### config.mk
export PLATFORM = sky130hd
export DESIGN_NAME = multiport_reg_file
export DESIGN_NICKNAME = d
export VERILOG_FILES = /design/src/rtl/multiport_reg_file.sv
export SDC_FILE = /design/constraint.sdc
export NUM_CORES = 2
export LEC_CHECK = 0
export ABC_AREA = 1
export ABC_CLOCK_PERIOD_IN_PS = 2900
export CELL_PAD_IN_SITES_DETAIL_PLACEMENT = 1
export CELL_PAD_IN_SITES_GLOBAL_PLACEMENT = 2
export CORE_UTILIZATION = 33
export CTS_CLUSTER_SIZE = 14
export DETAILED_ROUTE_END_ITERATION = 12
export GPL_ROUTABILITY_DRIVEN = 0
export HOLD_SLACK_MARGIN = 0.03
export PLACE_DENSITY = 0.83
export SYNTH_ARGS = -nofsm -noshare
export SYNTH_HDL_FRONTEND = slang
export SYNTH_SLANG_ARGS = --single-unit
### constraint.sdc
create_clock -name clk -period 2.9 [get_ports clk]
set_input_delay 0.725 -clock clk [delete_from_list [all_inputs] [get_ports clk]]
set_output_delay 0.725 -clock clk [all_outputs]
set_load 0.02 [all_outputs]
### src/rtl/multiport_reg_file.sv
// Multi-port register file: ReadPorts async reads, two sync write ports (A=execute, B=load)
// and a per-register pending-write scoreboard. Define REGFILE_BYPASS_EN for same-cycle write-to-read forwarding.
module multiport_reg_file #(
  parameter int WordLen   = 32,
  parameter int WordCount = 16,
  parameter int ReadPorts = 3,
  parameter int ZeroReg   = 1,
  localparam int AddrLen  = $clog2(WordCount)
) (
  input  logic                           clk,
  input  logic                           rst,
  input  logic [ReadPorts*AddrLen-1:0]   readRegister,
  output logic [ReadPorts*WordLen-1:0]   readData,
  input  logic                           wrEnA,
  input  logic [AddrLen-1:0]             wrAddrA,
  input  logic [WordLen-1:0]             wrDataA,
  input  logic                           wrEnB,
  input  logic [AddrLen-1:0]             wrAddrB,
  input  logic [WordLen-1:0]             wrDataB,
  input  logic                           issueEn,
  input  logic [AddrLen-1:0]             issueAddr,
  output logic [WordCount-1:0]           busy,
  output logic [ReadPorts-1:0]           readBusy,
  output logic                           writeConflict
);

  logic [WordLen-1:0] regs [WordCount];
  logic               weA;
  logic               weB;
  logic               issueOk;
  logic               sameAddr;

  // Effective enables: nothing lands while in reset, and r0 is read-only when ZeroReg is set.
  assign weA      = rst && wrEnA   && !(ZeroReg != 0 && wrAddrA   == '0);
  assign weB      = rst && wrEnB   && !(ZeroReg != 0 && wrAddrB   == '0);
  assign issueOk  = rst && issueEn && !(ZeroReg != 0 && issueAddr == '0);
  assign sameAddr = (wrAddrA == wrAddrB);

  always_ff @(posedge clk or negedge rst) begin
    if (!rst) begin
      for (int r = 0; r < WordCount; r++) regs[r] <= '0;
    end else begin
      if (weA && !(weB && sameAddr)) regs[wrAddrA] <= wrDataA;
      if (weB)                       regs[wrAddrB] <= wrDataB;
    end
  end

  always_ff @(posedge clk or negedge rst) begin
    if (!rst) begin
      writeConflict <= 1'b0;
    end else begin
      writeConflict <= weA && weB && sameAddr;
    end
  end

  // Issue beats a same-cycle writeback: the newly issued instruction now owns the register.
  always_ff @(posedge clk or negedge rst) begin
    if (!rst) begin
      busy <= '0;
    end else begin
      for (int r = 0; r < WordCount; r++) begin
        if (issueOk && issueAddr == AddrLen'(r)) begin
          busy[r] <= 1'b1;
        end else if ((weA && wrAddrA == AddrLen'(r)) || (weB && wrAddrB == AddrLen'(r))) begin
          busy[r] <= 1'b0;
        end
      end
    end
  end

  for (genvar k = 0; k < ReadPorts; k++) begin : gRead
    logic [AddrLen-1:0] addr;
    logic [WordLen-1:0] data;
    logic               rdBusy;

    assign addr = readRegister[k*AddrLen +: AddrLen];

    always_comb begin
      data   = regs[addr];
      rdBusy = busy[addr];
`ifdef REGFILE_BYPASS_EN
      if (weA && wrAddrA == addr) begin
        data   = wrDataA;
        rdBusy = 1'b0;
      end
      if (weB && wrAddrB == addr) begin
        data   = wrDataB;
        rdBusy = 1'b0;
      end
`endif
      if (ZeroReg != 0 && addr == '0) data = '0;
    end

    assign readData[k*WordLen +: WordLen] = data;
    assign readBusy[k]                    = rdBusy;
  end

endmodule

Word-level counts from Yosys, hierarchy flattened
Cells that the tools add are included.
{"block": "word_totals", "regBits": 529, "latch_bits": 0, "ram_bits": 0, "romBits": 0, "input_bits": 93, "output_inout_bits": 116, "word_cells": 254, "mem_count": 0}
{"block": "classes", "n_addsub": 0, "mul": 0, "div": 0, "order_cmp": 10, "n_eq_ne": 46, "shifts": 0, "mux": 58, "bitwise": 5, "n_reduce_logical": 102}
{"op": "$bwmux 512", "n": 2}
{"op": "$mux 512", "n": 2}
{"op": "$bmux 32 s4", "n": 3}
{"op": "$mux 32", "n": 11}
{"op": "$demux 32 s4", "n": 2}
{"op": "$eq 4x4->1 const B", "n": 24}
{"op": "$logic_and 1x1->1", "n": 60}
{"op": "$eq 4x3->1 const B", "n": 12}
{"op": "$mux 1", "n": 35}
{"op": "$reduce_bool 2->1", "n": 16}
{"op": "$ge 5x5->1 const B", "n": 5}
{"op": "$not 4->5", "n": 5}
{"op": "$eq 4x2->1 const B", "n": 6}
{"op": "$logic_not 4->1", "n": 6}
{"op": "$logic_or 1x1->1", "n": 16}
{"op": "$lt 4x5->1 const B", "n": 3}
{"op": "$bmux 1 s4", "n": 3}
{"op": "$eq 4x1->1 const B", "n": 3}
{"op": "$lt 5x1->1 const B", "n": 2}
{"op": "$eq 4x4->1", "n": 1}
{"op": "$logic_not 1->1", "n": 4}

Logic depth before layout (Yosys ltp)
{"block": "depth", "ltp_word": 9, "ltp_mapped": 11}

Worst setup path after synthesis
No wires, ideal clock.
{"block": "synth_timing", "path_kind": "input -> output", "startpoint": "input port readRegister[4]", "endpoint": "output port readData[56]", "arrival_ns": 2.139, "required_ns": 2.175, "path_slack_ns": 0.036, "path_stages": 8, "path_buffers": 4, "path_cell_list": "buf_2 buf_2 buf_2 clkbuf_1 o211ai_1 nand3_1 nand3_1 a21oi_1"}
{"block": "synth_between", "elab_chain_cells": 5}
{"item": "from (decl)", "line": "12", "text": "input logic [ReadPorts*AddrLen-1:0] readRegister,"}
{"item": "$not 4->5 (implied by the code)", "line": "79", "text": "data = regs[addr];"}
{"item": "$bmux 32 s4", "line": "79"}
{"item": "$mux 32 (implied by the code) (2 in series)", "line": "79"}
{"item": "$mux 32 (*)", "line": "91", "text": "if (ZeroReg != 0 && addr == '0) data = '0;"}
{"item": "to (decl)", "line": "13", "text": "output logic [ReadPorts*WordLen-1:0] readData,"}
Every way passes the cells marked *; elsewhere a longest branch is shown, timed or not. The select of a mux whose other input is x is not followed.

Final worst setup path
{"block": "layout_timing", "startpoint": "input port readRegister[0]", "endpoint": "output port readData[30]"}
Same word-level chain as after synthesis.

==> out/results.ini <==
[run_status]
status=finished with violations
violations=setup timing

[worst_setup_path]
cp_max_fo=6
crit_path_start_kind=primary input
crit_type=primary input to primary output
crit_arrival_ns=2.46
required_ns=2.17
critPathMostFrequentCell=buf_16
worstSetupEndpointType=primary output
cp_cell_sequence=buf_16 > buf_16 > buf_12 > buf_12 > buf_16 > nand2_4 > o211ai_1 > nand3_1 > nand3_2 > a21oi_4 > buf_6 > buf_6
cpPeakStageDelay_ns=0.26
slowest_stage=a21oi_4

[synthesis]
synth_fp_nets=7070
ys_types=26
syn_inst=6977
synth.most_common_cell=nand2_1
synthArstFlopShare=1.00
synthTopCellsByCount=nand2_1 (2485), nand3_1 (1360), inv_1 (650), dfrtp_1 (529), o21ai_0 (415)
yosys.area.top_type=dfrtp_1
synth.yosys.seq_area_share=0.315
yosys-top-cells-area=dfrtp_1 (31%), nand2_1 (22%), nand3_1 (16%), o211ai_1 (6.9%), inv_1 (5.8%)
synth_ff_type=dfrtp_1
synth_edf_count=0
ys_warn_count=0
syn_avg_cell_area_um2=6.03
ys_ff_latch=529
netlist_area_um2=42100
synth_top_cell_area_share=0.315

[detailed_routing]
wl_um=280000
first_pass_iters=6
drc=0
drt_iter0_drc=7694
routed_via_density=6.24
vias=57000
ant_nets=0
routedWlPerCell_um=30.6

[global_route]
antenna_found_initial=23
grt_pass1_vias=55100
grt_start_max_net_pins=143
grt_overflow=0
track_usage=0.402
grt_first_pass_wirelength_um=384000

[placed_design]
dp_hpwl_um=183000
place_area_um2=51000
io_buffers=208
pre_cts_slack_ns=-0.764

[clock_network]
cts-buffers-inserted=71
clk_pin_slew_ns=0.06
clock_sinks=529
cts_max_path_buffers=3
clock_latency_ns=0.66
cts_tree=done
ctsRootBufferMaster=clkbuf_16
cts_htree_levels=3

[min_path]
hp-class=flop to flop

[final_layout]
syn_to_final_growth_pct=40.7
final_nets=7515
post-route-util=0.470
stdcell_area_um2=59200
drive_gt1_frac=0.200

[power_and_ir_drop]
worst_ir_drop_vdd_mv=0.395
p_per_area_nw_per_um2=577
total_power_uw=34200
leakage_uw=0.0286

[sta]
finalCriticalPeriod_ns=3.19
finClkSkew_ns=0
rsz0062_at_grt=true
hold_violations=0
slew_viol_final=0
fin_crit_sh=1.10
worst_pin_slew_ns=0.977
hold_ws_ns=0.433
fin_ws_ns=-0.290
fmax_ghz=0.314
setup_viol=63
slew-limit-headroom=0.349

[floorplanning]
rows=130
dieArea_um2=129000
die_y_um=359
die_x_um=359
initial_core_util=0.334
ios=209
coreArea_um2=126000

[run]
drv_cap=0

==> flip-flops by register name (all words and copies together), names as in the netlist <==
register	flops
regs	512
busy	16
writeConflict	1
==> cell usage in the layout (no fill, tap or decap), types with 4 or more instances in the layout <==
cell	n
nand3_1	1283
nor2_1	112
o21ai_0	255
clkbuf_16	115
clkinv_8	4
o21ai_1	141
a21oi_1	159
o31ai_1	8
nand2_2	84
inv_4	6
o211ai_1	384
buf_8	27
buf_6	173
nor2_4	31
nand3_4	5
buf_12	222
a21oi_4	39
o21ai_2	19
bufbuf_16	9
nand2_4	4
buf_2	4
a21oi_2	115
clkbuf_8	17
bufinv_16	8
inv_6	4
dfrtp_2	5
diode_2	13
nand3_2	76
dfrtp_1	524
nand2_1	2408
clkinv_2	13
clkbuf_1	11
inv_1	597
inv_2	50
buf_16	52
clkdlybuf4s50_1	96
buf_4	403
==> repair_timing <==
item                                   in CTS  in global routing
hold buffers                                1                  0
gates resized for setup                   717                577
setup endpoints to repair                  99                 98
endpoints found under the hold margin      13                  0
gates cloned                               36                 47
setup buffers                              48                 70
pin swaps                                  91                229
==> worst paths after layout <==
path / start / to / slack, ns / depth (start not counted)
worst max-delay path: readRegister[0] / readData[30] / -0.29 / 12
worst min-delay path: regs[509] / regs[509] / 0.43 / 0
worst max register to register: regs[88] / regs[88] / 1.93 / 5
worst min register to register: regs[509] / regs[509] / 0.43 / 0
max in group asynchronous: rst / regs[71] / 0.89 / 4
min in group asynchronous: rst / regs[121] / 0.49 / 2
==> power by group <==
| part | leakage (µW) | internal [µW] | total, µW | switching [µW] |
|---|---|---|---|---|
| Clock | 0.00122 | 5760 | 9750 | 3990 |
| Sequential | 0.00602 | 9310 | 11000 | 1710 |
| Combinational | 0.0213 | 4930 | 13400 | 8470 |
| Total | 0.0286 | 20000 | 34200 | 14200 |
==> stage by stage <==
stage               setup TNS, ns  instances
floorplan                       0       6977
global placement           -44.53       8819
detailed placement         -51.73       8819
CTS                         -1.48       9025
global route                -4.64       9138
finish                      -3.69       9140
==> critical path, delay by kind of cell <==
family          cells  cell delay (ns)
buf+inv             7             1.01
compound gates      2             0.35
simple gates        3             0.35
==> final cells by class <==
class,count,area (µm²)
clock buffers,101,2100
inverters,659,2540
multi-input cells,5132,25300
fillers,15900,66900
well taps,1650,2060
clock inverters,27,357
diodes,13,32.5
repair buffers,1029,13600
flip-flops and latches,529,13200
==> layer usage <==
metal | share of wire | track usage | up-vias | routed length, µm
met5 | 0.00070 | 0.00222 | - | 197
met4 | 0.089 | 0.295 | 20 | 24900
met3 | 0.12 | 0.111 | 1265 | 34100
met2 | 0.42 | 0.590 | 4024 | 116000
met1 | 0.37 | 0.504 | 28000 | 104000
li1 | - | - | 23700 | -
==> cell families after synthesis <==
| family | synth area share |
|---|---|
| simple gates | 0.403 |
| flops | 0.315 |
| buf+inv | 0.125 |
| compound gates | 0.157 |
Note: power is estimated with default switching activity, not from simulation.
